--- src/rtl/phy_rx_lane_destripe.sv ---
// phy_rx_lane_destripe: per-lane deskew FIFOs feeding a byte-striped 32-bit word assembler.
// Byte b of a word is pop_index*LANES + lane, with byte 0 landing in data_output[31:24].
module phy_rx_lane_destripe #(
    parameter int LANES = 2,
    parameter int DEPTH = 4
) (
    input  logic               clk_4f,
    input  logic               reset,
    input  logic [LANES-1:0]   active_lane,
    input  logic [LANES-1:0]   valid_lane,
    input  logic [8*LANES-1:0] data_lane,
    output logic [31:0]        data_output,
    output logic               valid_out,
    output logic               aligned,
    output logic               overflow,
    output logic               skew_err
);
    localparam int AW = $clog2(DEPTH);
    localparam int CW = $clog2(DEPTH + 1);

    typedef enum logic [1:0] {IDLE, FILL, RUN} state_t;

    state_t         state;
    logic [7:0]     mem [LANES][DEPTH];
    logic [AW-1:0]  wptr [LANES];
    logic [AW-1:0]  rptr [LANES];
    logic [CW-1:0]  cnt [LANES];
    logic [CW-1:0]  skew_cnt;
    logic [1:0]     bidx;
    logic [31:0]    acc;
    logic [31:0]    nxt_acc;
    logic [LANES-1:0] ne;
    logic [LANES-1:0] full;
    logic [LANES-1:0] wr;
    logic [LANES-1:0] ovf;
    logic           all_act;
    logic           pop;
    logic           last;

    always_comb begin
        all_act = &active_lane;
        for (int l = 0; l < LANES; l++) begin
            ne[l]   = cnt[l] != '0;
            full[l] = cnt[l] == CW'(DEPTH);
        end
        pop = state != IDLE && all_act && &ne;
        // A full FIFO still takes a write when the same edge pops it.
        for (int l = 0; l < LANES; l++) begin
            wr[l]  = state != IDLE && all_act && valid_lane[l] && (!full[l] || pop);
            ovf[l] = state != IDLE && all_act && valid_lane[l] && full[l] && !pop;
        end
        nxt_acc = acc;
        for (int l = 0; l < LANES; l++)
            nxt_acc[8*(3-int'(bidx)-l) +: 8] = mem[l][rptr[l]];
        last = int'(bidx) + LANES == 4;
    end

    always_ff @(posedge clk_4f) begin
        for (int l = 0; l < LANES; l++)
            if (wr[l])
                mem[l][wptr[l]] <= data_lane[8*l +: 8];
    end

    always_ff @(posedge clk_4f or posedge reset) begin
        if (reset) begin
            state       <= IDLE;
            data_output <= '0;
            valid_out   <= 1'b0;
            aligned     <= 1'b0;
            overflow    <= 1'b0;
            skew_err    <= 1'b0;
            skew_cnt    <= '0;
            bidx        <= '0;
            acc         <= '0;
            for (int l = 0; l < LANES; l++) begin
                wptr[l] <= '0;
                rptr[l] <= '0;
                cnt[l]  <= '0;
            end
        end else begin
            valid_out <= 1'b0;
            for (int l = 0; l < LANES; l++) begin
                if (wr[l])
                    wptr[l] <= wptr[l] + AW'(1);
                if (pop)
                    rptr[l] <= rptr[l] + AW'(1);
                cnt[l] <= cnt[l] + CW'(wr[l]) - CW'(pop);
            end
            if (|ovf)
                overflow <= 1'b1;
            if (pop) begin
                acc  <= nxt_acc;
                bidx <= bidx + 2'(LANES);
                if (last) begin
                    data_output <= nxt_acc;
                    valid_out   <= 1'b1;
                end
            end
            case (state)
                IDLE: if (all_act) begin
                    state    <= FILL;
                    skew_cnt <= '0;
                end
                FILL: if (&ne) begin
                    state   <= RUN;
                    aligned <= 1'b1;
                end else if (|ne) begin
                    if (skew_cnt == CW'(DEPTH - 1)) begin
                        skew_err <= 1'b1;
                        state    <= IDLE;
                    end else begin
                        skew_cnt <= skew_cnt + CW'(1);
                    end
                end
                default: ;
            endcase
            // Lane loss or excess skew: flush everything and drop any partial word.
            if ((state != IDLE && !all_act) ||
                (state == FILL && !(&ne) && |ne && skew_cnt == CW'(DEPTH - 1))) begin
                state     <= IDLE;
                aligned   <= 1'b0;
                valid_out <= 1'b0;
                bidx      <= '0;
                skew_cnt  <= '0;
                for (int l = 0; l < LANES; l++) begin
                    wptr[l] <= '0;
                    rptr[l] <= '0;
                    cnt[l]  <= '0;
                end
            end
        end
    end
endmodule

--- config.mk ---
export PLATFORM = sky130hd
export DESIGN_NAME = phy_rx_lane_destripe
export DESIGN_NICKNAME = d
export VERILOG_FILES = /design/src/rtl/phy_rx_lane_destripe.sv
export SDC_FILE = /design/constraint.sdc
export NUM_CORES = 1
export LEC_CHECK = 0
export CORE_AREA = 2 2 126 98
export DETAILED_ROUTE_END_ITERATION = 10
export DIE_AREA = 0 0 128 100
export GPL_TIMING_DRIVEN = 0
export HOLD_SLACK_MARGIN = 0.08
export PLACE_DENSITY = 0.74
export SETUP_SLACK_MARGIN = 0.5
export SYNTH_ARGS = -nofsm -noshare
export SYNTH_HDL_FRONTEND = slang
export SYNTH_SLANG_ARGS = --single-unit
--- constraint.sdc ---
create_clock -name clk_4f -period 3.2 [get_ports clk_4f]
set_clock_uncertainty 0.2 [all_clocks]
set_input_delay 0.8 -clock clk_4f [delete_from_list [all_inputs] [get_ports clk_4f]]
set_output_delay 0.8 -clock clk_4f [all_outputs]
set_load 0.02 [all_outputs]
==> impl_metrics.tcl <==
set metrics [dict create \
    layout-drive-gt1-share 0.295 \
    hp-start "overflow$_DFFE_PP0P_" \
    worst_pin_slew_ns 0.764 \
    final_cell_mix "dfrtp_1 (68), edfxtp_1 (64), clkdlybuf4s50_1 (55), inv_1 (23)" \
    grt.overflow.total 0 \
    die_area_um2 12800 \
    cts_tree "yes" \
    grt_max_degree 39 \
    synth_xor_area_frac 0.00606 \
    cts_root_buf "clkbuf_16" \
    fin_crit_ns 2.98 \
    hold_violations 0 \
    antenna_found_initial 0 \
    via_count 3303 \
    final_common_cell "dfrtp_1" \
    first_pass_iters 4 \
    critPathArrivalTime_ns 3.07 \
    synth_cells 368 \
    outcome "completed" \
    ctsLongestPathBuffers 2 \
    irDropWorstVdd_uv 370 \
    grtUsageTotal 0.184 \
    crit_type "reg -> reg" \
    synth_top_family_by_area "multiplexers" \
    p_per_area_nw_per_um2 699 \
    synth_compound_area_frac 0.0593 \
    synth_nets 409 \
    insertedDiodeCount 0 \
    yosys.area_share.adder 0.0437 \
    grt_setup_unrepaired "yes" \
    area_delta_synth_final_pct 27.8 \
    reg2reg_to "cnt[5]$_DFF_PP0_" \
    numCtsBuffers 17 \
    end_kind "flop" \
    setup_violations 0 \
    clock_sinks 136 \
    instances_no_fill 613 \
    place_inst 572 \
    p_leak_nw 3.24 \
    regArea_um2 3730 \
    initialDrtViolationCount 207 \
    fillers 829 \
    viasPerCell 5.39 \
    slew_headroom 0.490 \
    gp_congestion 0.780 \
    synth_cell_type_count 45 \
    r2r_slack_ns 0.22 \
    dpl.hpwl_mm 7.25 \
    cp_max_fo 3 \
    fp-row-count 35 \
    fin_crit_sh 0.931 \
    holdPathStages 2 \
    multi_input_area_um2 1960 \
    clkLatencyLatePin_ns 0.41 \
    synth.avg_cell_area_um2 15.7 \
    die_w_um 128 \
    synth_mux_area_frac 0.141 \
    yosys_warnings 0 \
    design.core.area_um2 11700 \
    wl_mm 10.8 \
    grt_pass1_vias 3284 \
    ioPinCount 58 \
    cp.required_ns 3.29 \
    synth_seq_area_share 0.644 \
    final_antenna_net_count 0 \
    finalPower_mw 5.17 \
    grt_pass1_wl_mm 17.5 \
    maxCapViolCount 0 \
    layout.nets 493 \
    drcViolationCount 0 \
    hold_end "overflow$_DFFE_PP0P_" \
    timing.rr.start "cnt[3]$_DFF_PP0_" \
    cts.clk_slew.worst_paths_ns 0.06 \
    synth_simple_gate_area_frac 0.0666 \
    cp-start-kind "flop" \
    die_y_um 100 \
    cts_max_level 4 \
    hold_class "reg -> reg" \
    synth_seq_cells 136 \
    finalMaxSlewViolations 0 \
    fmax_mhz 336 \
    initial_utilization 0.493 \
    r2r_cells 14 \
    synth.cell_area_um2 5780 \
    io_buffer_count 55 \
    wl_per_cell_um 17.7 \
]
==> where the power goes <==
part | total (mW) | switching (mW) | leakage, nW | internal [mW]
logic | 0.954 | 0.455 | 1.37 | 0.499
clock network | 2.08 | 0.745 | 0.315 | 1.33
registers | 2.13 | 0.128 | 1.55 | 2.01
==> area by class of cell <==
| type | count | share of cell area |
|---|---|---|
| flip-flops and latches | 136 | 0.504 |
| multi-input cells | 186 | 0.265 |
| repair buffers | 65 | 0.0863 |
| clock buffers | 21 | 0.0653 |
| well taps | 148 | 0.0250 |
| clock inverters | 11 | 0.0212 |
| plain buffers | 20 | 0.0196 |
| inverters | 26 | 0.0137 |
==> registers in the layout, summed over array words and instances, names as in the netlist <==
name         count
mem             64
skew_err         1
valid_out        1
rptr             4
wptr             4
state            2
skew_cnt         3
acc             16
cnt              6
aligned          1
overflow         1
data_output     32
bidx             1
==> per-layer routing <==
metal | up-vias | track usage | share of wire
li1 | 1531 | - | -
met1 | 1673 | 0.250 | 0.46
met2 | 81 | 0.288 | 0.48
met3 | 18 | 0.0506 | 0.045
met4 | 0 | 0.0685 | 0.016
met5 | - | 0 | 0
==> logic make-up (layout without fill, tap and decap cells) <==
kind of cell / after synthesis / count (layout)
simple gates: 66 / 66
flops: 136 / 136
xor+xnor: 4 / 4
compound gates: 46 / 46
mux: 51 / 51
fa+ha+maj: 19 / 19
buf+inv: 46 / 143
==> worst max path at each step <==
| stage | to | start | cells after the start |
|---|---|---|---|
| floorplan | cnt[5]$_DFF_PP0_ | cnt[3]$_DFF_PP0_ | 14 |
| finish | cnt[5]$_DFF_PP0_ | cnt[3]$_DFF_PP0_ | 14 |
| detailed placement | cnt[5]$_DFF_PP0_ | valid_lane[0] | 12 |
| CTS | cnt[5]$_DFF_PP0_ | cnt[4]$_DFF_PP0_ | 14 |
| global placement | cnt[5]$_DFF_PP0_ | valid_lane[0] | 12 |
| global route | cnt[5]$_DFF_PP0_ | cnt[3]$_DFF_PP0_ | 14 |
==> per-stage QoR <==
stage	hold WS (ns)	instance area, µm²	util	TNS, ns	worst slack, ns
6_report	0.270	7390	0.630	0	0.220
5_1_grt	0.285	7390	0.630	0	0.0878
4_1_cts	0.271	7310	0.623	0	0.123
2_1_floorplan	0.278	5830	-	0	0.240
3_3_place_gp	0.256	6570	0.559	-0.0321	-0.0321
3_5_place_dp	0.248	6590	0.561	-0.114	-0.114
==> worst max-delay path, stage by stage, from the launching register on <==
cell and delay, ns:
dfrtp_2 0.41, or3_4 0.40, ha_4 0.19, buf_8 0.12, nor4b_4 0.23, nor2_1 0.07, inv_1 0.06, ha_1 0.21
inv_1 0.06, ha_2 0.16, inv_2 0.04, fa_2 0.33, xor2_1 0.17, and2_1 0.16, nor3_2 0.04
==> Yosys cell counts (all sizes together) <==
cell | instances | area [µm²]
dfrtp | 72 | 1800
edfxtp | 64 | 1920
mux2 | 35 | 454
inv | 26 | 97.6
and3 | 24 | 150
ha | 17 | 213
a21o | 16 | 120
mux4 | 16 | 360
buf | 15 | 114
nor2 | 13 | 56.3
a21oi | 8 | 40.0
o21ai | 7 | 35.0
nand2 | 6 | 25.0
clkbuf | 5 | 18.8
nor3 | 5 | 25.0
nand3 | 4 | 20.0
o2111ai | 3 | 43.8
or3 | 3 | 18.8
xnor2 | 3 | 26.3
a31oi | 2 | 12.5
fa | 2 | 40.0
nor2b | 2 | 12.5
nor3b | 2 | 15.0
nor4b | 2 | 17.5
o2111a | 2 | 22.5
or4b | 2 | 20.0
a21bo | 1 | 10.0
a31o | 1 | 8.76
and2 | 1 | 6.26
nand4b | 1 | 8.76
nor4bb | 1 | 10.0
o211a | 1 | 10.0
o21a | 1 | 7.51
o22ai | 1 | 6.26
o2bb2ai | 1 | 8.76
o31a | 1 | 8.76
o41ai | 1 | 8.76
xor2 | 1 | 8.76
==> repair_timing <==
action / in CTS / in global routing
buffers inserted: 6 / 3
setup endpoints to repair: 5 / 75
gates resized for setup: 11 / 22
pin swaps: 5 / 6
hold buffers: 0 / 0
(Power assumes the default switching activity.)
